===== config.mk =====
export PLATFORM = sky130hd
export DESIGN_NAME = pipeline_skid_reg
export DESIGN_NICKNAME = d
export VERILOG_FILES = /design/src/rtl/pipe_pkg.sv /design/src/rtl/sat_counter.sv /design/src/rtl/pipeline_skid_reg.sv
export SDC_FILE = /design/constraint.sdc
export NUM_CORES = 1
export LEC_CHECK = 0
export ABC_AREA = 1
export BUFFER_PORTS_ARGS = -buffer_cell sky130_fd_sc_hd__buf_2
export CAP_MARGIN = 20
export CORE_ASPECT_RATIO = 0.8
export CORE_MARGIN = 2
export CORE_UTILIZATION = 49
export DETAILED_ROUTE_END_ITERATION = 8
export HOLD_SLACK_MARGIN = 0.12
export PLACE_DENSITY = 0.85
export SYNTH_ARGS = -nofsm -noshare
export SYNTH_HDL_FRONTEND = slang
export SYNTH_HIERARCHICAL = 1
export SYNTH_SLANG_ARGS = --single-unit
export TNS_END_PERCENT = 10

===== constraint.sdc =====
create_clock -name clk_i -period 1.3 [get_ports clk_i]
set_input_delay 0 -clock clk_i [delete_from_list [all_inputs] [get_ports clk_i]]
set_output_delay 0 -clock clk_i [all_outputs]
set_load 0.005 [all_outputs]

===== src/rtl/pipe_pkg.sv =====
// Shared pipeline constants and the occupancy encoding used by inter-stage registers.
package pipe_pkg;

    localparam logic [31:0] PIPE_NOP         = 32'd0;
    localparam logic [31:0] PIPE_RESET_INSTR = 32'hFFFF_FFFF;

    typedef enum logic [1:0] {
        OccEmpty = 2'd0,
        OccOne   = 2'd1,
        OccFull  = 2'd2
    } occ_e;

endpackage


===== src/rtl/sat_counter.sv =====
// Saturating up-counter with a synchronous clear that wins over increment.
module sat_counter #(
    parameter int unsigned CNT_W = 16
) (
    input  logic             clk_i,
    input  logic             rst_i,
    input  logic             inc_i,
    input  logic             clr_i,
    output logic [CNT_W-1:0] cnt_o
);

    logic [CNT_W-1:0] cnt_q, cnt_d;

    always_comb begin
        cnt_d = cnt_q;
        if (clr_i) begin
            cnt_d = '0;
        end else if (inc_i && (cnt_q != {CNT_W{1'b1}})) begin
            cnt_d = cnt_q + CNT_W'(1);
        end
    end

    always_ff @(posedge clk_i) begin
        if (rst_i) begin
            cnt_q <= '0;
        end else begin
            cnt_q <= cnt_d;
        end
    end

    assign cnt_o = cnt_q;

endmodule


===== src/rtl/pipeline_skid_reg.sv =====
// Inter-stage pipeline register: valid/ready handshake, 2-entry skid buffer, flush and
// a saturating stall-cycle counter. in_ready_o comes straight from a flop.
module pipeline_skid_reg
    import pipe_pkg::*;
#(
    parameter int unsigned       DATA_W     = 64,
    parameter logic [DATA_W-1:0] RESET_DATA = {DATA_W{1'b1}},
    parameter logic [DATA_W-1:0] FLUSH_DATA = {DATA_W{1'b0}},
    parameter int unsigned       CNT_W      = 16
) (
    input  logic              clk_i,
    input  logic              rst_i,
    input  logic              flush_i,
    input  logic              in_valid_i,
    output logic              in_ready_o,
    input  logic [DATA_W-1:0] in_data_i,
    output logic              out_valid_o,
    input  logic              out_ready_i,
    output logic [DATA_W-1:0] out_data_o,
    output logic [1:0]        occupancy_o,
    output logic [CNT_W-1:0]  stall_cnt_o,
    input  logic              stall_clr_i
);

    logic              main_valid_q, main_valid_d;
    logic [DATA_W-1:0] main_data_q, main_data_d;
    logic              skid_valid_q, skid_valid_d;
    logic [DATA_W-1:0] skid_data_q, skid_data_d;
    logic              acc, pop;
    occ_e              occ;

    assign in_ready_o  = ~skid_valid_q;
    assign out_valid_o = main_valid_q;
    assign out_data_o  = main_data_q;
    assign acc         = in_valid_i & in_ready_o;
    assign pop         = main_valid_q & out_ready_i;

    always_comb begin
        main_valid_d = main_valid_q;
        main_data_d  = main_data_q;
        skid_valid_d = skid_valid_q;
        skid_data_d  = skid_data_q;
        if (flush_i) begin
            // A same-cycle accept is dropped; a same-cycle pop already left downstream.
            main_valid_d = 1'b0;
            skid_valid_d = 1'b0;
            main_data_d  = FLUSH_DATA;
        end else if (skid_valid_q) begin
            if (pop) begin
                main_data_d  = skid_data_q;
                skid_valid_d = 1'b0;
            end
        end else if (main_valid_q) begin
            if (acc && pop) begin
                main_data_d = in_data_i;
            end else if (pop) begin
                main_valid_d = 1'b0;
            end else if (acc) begin
                skid_valid_d = 1'b1;
                skid_data_d  = in_data_i;
            end
        end else if (acc) begin
            main_valid_d = 1'b1;
            main_data_d  = in_data_i;
        end
    end

    always_ff @(posedge clk_i) begin
        if (rst_i) begin
            main_valid_q <= 1'b0;
            main_data_q  <= RESET_DATA;
            skid_valid_q <= 1'b0;
            skid_data_q  <= '0;
        end else begin
            main_valid_q <= main_valid_d;
            main_data_q  <= main_data_d;
            skid_valid_q <= skid_valid_d;
            skid_data_q  <= skid_data_d;
        end
    end

    // Skid is only ever filled behind a valid main entry.
    always_comb begin
        occ = OccEmpty;
        unique case ({skid_valid_q, main_valid_q})
            2'b01:   occ = OccOne;
            2'b11:   occ = OccFull;
            default: occ = OccEmpty;
        endcase
    end

    assign occupancy_o = occ;

    sat_counter #(
        .CNT_W(CNT_W)
    ) u_stall_cnt (
        .clk_i(clk_i),
        .rst_i(rst_i),
        .inc_i(main_valid_q & ~out_ready_i),
        .clr_i(stall_clr_i),
        .cnt_o(stall_cnt_o)
    );

endmodule


==> results of run 1 <==
timing repair:
item	in CTS	in global routing
hold buffers	71	0
pin swaps	12	20
endpoints found under the hold margin	146	0
gates cloned	1	9
endpoints found under the setup margin	52	148
setup buffers	2	8
gates resized for setup	20	44
placed cells by master (no fill, tap or decap), types with 2 or more instances in the layout:
master         Yosys  routed
dfxtp_1          146     135
a21oi_1            8       5
buf_4             21      26
buf_2              8     153
buf_16             0       2
nor2_4             4      12
dfxtp_2            0       7
inv_4              0       3
dfxtp_4            0       4
nand2_1          240     227
inv_1             83      81
o21ai_0           67      66
nor2_2             6       8
nor2_1           298     288
nand3_1          142     134
nand2_2            3      13
nand3_2            0       7
nand2_4            2       5
clkinvlp_4         0       4
buf_6              8       4
a21oi_2            0       3
bufinv_16          0       2
clkinv_2           0       7
buf_12             0      14
dlygate4sd3_1      0      71
nand4_4            1       2
clkbuf_16          0      25
per-layer routing:
layer / routed length, um / global-route usage / vias up
met2: 10800 / 0.439 / 377
met4: 719 / 0.121 / 0
met1: 9230 / 0.334 / 3580
met5: 0 / 0 / -
met3: 1790 / 0.0521 / 70
li1: - / - / 3809
Yosys cell counts, drive strengths merged:
master	n	area share
o21ai	67	0.048
nor2	309	0.17
and3	1	0.0011
clkbuf	31	0.017
nand2	245	0.13
buf	39	0.042
nand4	2	0.0039
inv	87	0.047
a21oi	9	0.0081
ha	1	0.0018
and2	1	0.0011
nand3b	1	0.0011
nand3	142	0.10
dfxtp	146	0.42
metrics by stage:
stage                     setup slack, ns  power, W
after CTS                         -0.0290    0.0109
after global placement             0.0177   0.00605
final                              -0.166    0.0110
after global routing               -0.215    0.0115
after detailed placement          -0.0498   0.00608
after floorplan                  -0.00216   0.00559
worst paths after layout:
kind,startpoint,end,slack (ns)
worst min register to register,out_data_o[48]$_SDFFE_PP1P_,out_data_o[48]$_SDFFE_PP1P_,0.48
worst max-delay path,u_stall_cnt/cnt_o[4]$_SDFFE_PP0P_,u_stall_cnt/cnt_o[11]$_SDFFE_PP0P_,-0.17
worst min-delay path,in_data_i[23],skid_data_q[23]$_SDFFE_PP0P_,0.43
worst max register to register,u_stall_cnt/cnt_o[4]$_SDFFE_PP0P_,u_stall_cnt/cnt_o[11]$_SDFFE_PP0P_,-0.17
cell type report:
type / instances / area, um2
fill: 1101 / 4250
inverter: 87 / 337
clock inverter: 11 / 115
multi-input combinational: 779 / 3530
clock buffer: 19 / 443
sequential: 146 / 2950
tap: 184 / 230
timing repair buffer: 278 / 2250
cells by family after synthesis:
logic type               share of synthesized area
AO/OA/AOI/OAI                               0.0560
adder cells (fa/ha/maj)                    0.00179
buffers and inverters                        0.106
flip-flops                                   0.418
AND/OR/NAND/NOR                              0.418
power breakdown:
part	internal [W]	switching [W]	total, W	leakage, nW
clock	0.00283	0.00186	0.00469	0.266
sequential	0.00469	0.000127	0.00482	1.21
combinational	0.000726	0.000798	0.00152	3.32
tightest hold or removal path: stages:
cell and delay [ns]:
dlygate4sd3_1 0.52, buf_2 0.10, inv_1 0.03, nand2_1 0.05
nand2_1 0.04, nor2_1 0.07
flip-flops by register name, summed over array words and instances (netlist names):
signal,flops
out_data_o,64
skid_data_q,64
u_stall_cnt/cnt_o,16
out_valid_o,1
skid_valid_q,1
==> flow_summary.ini, run 1 <==
[timing]
fin_ws_ns = -0.166
skew_ns = 0.00589
hold_viol_final = 0
fin_crit_ns = 1.47
finalSetupViolCount = 140
slew_viol_final = 0
slew_headroom = 0.769
fmax_mhz = 682
whs_ns = 0.428
worst_pin_slew_ns = 0.346
tns_ns = -6.33
rsz0062_at_grt = yes
period_share = 1.13

[clock_tree]
cts_root_buffer = clkbuf_16
cts_tree = built
numCtsBuffers = 17
clk_pin_slew_ns = 0.06
clock_sink_count = 146
clk_latency_ns = 0.42
cts_buffer_depth = 2
h-tree-depth = 4

[outcome]
outcome = finished with violations
violations = setup timing

[power_and_ir_drop]
pwr_density_cell_nw_per_um2 = 1120
ir_drop_mv = 0.920
p_leak_nw = 4.80

[yosys]
netlist_instances = 1081
synth_area_um2 = 6990
syn_area_per_cell_um2 = 6.47
ys_ff_latch = 146
yosysSeqAreaShare = 0.418
synth_nets = 1152
synth_warnings = 6
ys_types = 25

[worst_setup_path]
end_kind = flip-flop
critPathMaxStageDelay_ns = 0.37
ff2ff_path_depth = 7
required_ns = 1.64
path_cells = nand2_1, nor2_4, buf_4, nand4_4, nand3_1, nand2_1, nor2_1
cp.depth = 7
cp.arrival_ns = 1.80
cp_top_family = simple AND/OR/NAND/NOR gates
critPathBufInv = 1
critical_path_class = flip-flop to flip-flop
cpMostUsedCell = nand2_1
cpMaxStageDelayCell = dfxtp_2
cp_max_fo = 7
critPathLaunchType = flip-flop

[placement]
dpl.hpwl_mm = 11.2
numPlacedInstances = 1383
placed_area_um2 = 8040
port_buffers = 153
gp_congestion = 0.812

[routing]
drt_iter0_drc = 611
routedWlPerCell_um = 15.0
vias = 7836
drc = 0
ant_nets = 0
drt-total-wl_mm = 22.6
first_pass_iters = 6
viasPerCell = 5.21

[global_routing]
grt_pass1_wl_mm = 32.6
grt_pass1_vias = 6910
antenna_found_initial = 0
grt_usage = 0.266
grt_start_max_net_pins = 80
overflow = 0

[floorplanning]
rows = 39
die_area_um2 = 15200
coreArea_um2 = 14100
start_util = 0.496
io_pins = 154
die_width_um = 138
die_y_um = 111

[layout]
final_core_util = 0.699
antennaDiodeCount = 0
layout.nets = 1380
areaGrowthSynthToFinish_pct = 41.0
fin_area_um2 = 9860
final_cells = 1504
drive_gt1_frac = 0.234

[hold_path]
hold_path_class = primary input to flip-flop
hold_depth = 6

[flow_run]
max_cap_viol_count = 0
Note: power is estimated with default switching activity, not from simulation.
==> inputs of run 2 (changes only) <==
--- a/config.mk
+++ b/config.mk
@@ -8,7 +8,7 @@
 export ABC_AREA = 1
 export BUFFER_PORTS_ARGS = -buffer_cell sky130_fd_sc_hd__buf_2
 export CAP_MARGIN = 20
-export CORE_ASPECT_RATIO = 0.8
+export CORE_ASPECT_RATIO = 0.7
 export CORE_MARGIN = 2
 export CORE_UTILIZATION = 49
 export DETAILED_ROUTE_END_ITERATION = 8
==> run 2 against run 1 <==
  * The flow still finishes with violations (setup timing)
  * Critical path depth rose by 2
  * Cell count rose by 0.27%
  * Utilization rose by 0.079 points
  * Flip-flop and latch count did not move
  * Clock power rose by 1%
  * Sequential share of layout area rose by 0.28 points
  * Register-to-register slack got worse by 0.07 ns
  * Critical path type unchanged
  * Highest routed layer unchanged
==> flow_summary.ini, run 2 (synthesis gave the netlist of run 1 again) <==
[power_and_ir_drop]
p_leak_nw = 4.74
power_w = 0.0110
pwr_density_cell_nw_per_um2 = 1130
ir_drop_mv = 1.08

[global_routing]
overflow = 0
grt_start_max_net_pins = 69
grt_pass1_vias = 6815
grt_pass1_wl_mm = 32.9
antenna_found_initial = 2
grt_usage = 0.263

[floorplanning]
die_width_um = 147
rows = 36
start_util = 0.502
die_area_um2 = 15200
io_pins = 154
die_y_um = 104
coreArea_um2 = 13900

[routing]
routedWlPerCell_um = 14.6
first_pass_iters = 8
drt-total-wl_mm = 22.0
vias = 7827
ant_nets = 0
drc = 0
drt_iter0_drc = 710
viasPerCell = 5.19

[clock_tree]
h-tree-depth = 4
clock_sink_count = 146
clk_pin_slew_ns = 0.06
clk_latency_ns = 0.42
cts_buffer_depth = 2
cts_root_buffer = clkbuf_16
cts_tree = built
numCtsBuffers = 17

[worst_setup_path]
crit_start = u_stall_cnt/cnt_o[0]$_SDFFE_PP0P_
end_kind = flip-flop
critical_path_class = flip-flop to flip-flop
required_ns = 1.65
reg2reg_from = u_stall_cnt/cnt_o[0]$_SDFFE_PP0P_
r2r_slack_ns = -0.24
critPathLaunchType = flip-flop
cp.arrival_ns = 1.89
cp_max_fo = 5

[layout]
areaGrowthSynthToFinish_pct = 39.3
fin_area_um2 = 9740
final_cell_mix = nor2_1, nand2_1, buf_2
drive_gt1_frac = 0.220
layout_commonest_cell = nor2_1
layout.nets = 1376

[timing]
worst_pin_slew_ns = 0.364
fin_crit_ns = 1.54
skew_ns = 0.00859
rsz0062_at_grt = yes
slew_viol_final = 0
tns_ns = -5.10
fin_ws_ns = -0.241
whs_ns = 0.435
fmax_mhz = 649
hold_viol_final = 0
slew_headroom = 0.757
period_share = 1.19
finalSetupViolCount = 98

[placement]
port_buffers = 153
gp_congestion = 0.922
post-place-ws_ns = -0.0603
placed_area_um2 = 8050
dpl.hpwl_mm = 11.5

[flow_run]
max_cap_viol_count = 0

[outcome]
outcome = finished with violations
violations = setup timing

[hold_path]
hold_path_class = primary input to flip-flop
min_from = in_data_i[57]
## run 2: path summary, 6_finish.rpt
kind / endpoint / cells after the start
min: skid_data_q[57]$_SDFFE_PP0P_ / 6
max: u_stall_cnt/cnt_o[4]$_SDFFE_PP0P_ / 9
max reg2reg: u_stall_cnt/cnt_o[4]$_SDFFE_PP0P_ / 9
min reg2reg: skid_data_q[30]$_SDFFE_PP0P_ / 2
## run 2: layout make-up
| cell class | instances | area (um2) |
|---|---|---|
| clock inverter | 6 | 80.1 |
| tap | 190 | 238 |
| clock buffer | 24 | 482 |
| sequential | 146 | 2940 |
| inverter | 87 | 337 |
| timing repair buffer | 274 | 2150 |
| antenna | 2 | 5.00 |
| multi-input combinational | 779 | 3510 |
| fill | 1045 | 4180 |
## run 2: power breakdown
group / switching [W] / internal [W] / leakage [nW]
clock network: 0.00180 / 0.00294 / 0.280
registers: 0.000125 / 0.00469 / 1.21
logic: 0.000756 / 0.000672 / 3.25
## run 2: per-stage QoR
step,cells,utilization
2_1_floorplan,1081,-
3_3_place_gp,1389,0.578
3_5_place_dp,1389,0.578
4_1_cts,1493,0.675
5_1_grt,1508,0.700
6_report,1508,0.700
## run 2: repair_timing
action | 4_1_cts | 5_1_grt
setup buffers | 2 | 8
gates cloned | 2 | 5
hold buffers | 70 | 0
pin swaps | 8 | 18
endpoints found under the setup margin | 36 | 145
resized for setup | 10 | 39
hold endpoints to repair | 146 | 0
## run 2: critical path: stages (launching register included)
cell     delay [ns]
dfxtp_4        0.36
ha_4           0.15
nand2_2        0.07
nor2_4         0.19
nand2_4        0.10
nor2_8         0.24
nor2_2         0.08
nand2_1        0.08
nand2_1        0.07
nor2_1         0.12
## run 2: layer usage
layer | part of all wire | global-route usage | up-vias
li1 | - | - | 3812
met1 | 0.42 | 0.348 | 3542
met2 | 0.47 | 0.423 | 405
met3 | 0.082 | 0.0570 | 68
met4 | 0.031 | 0.0992 | 0
met5 | 0 | 0 | -
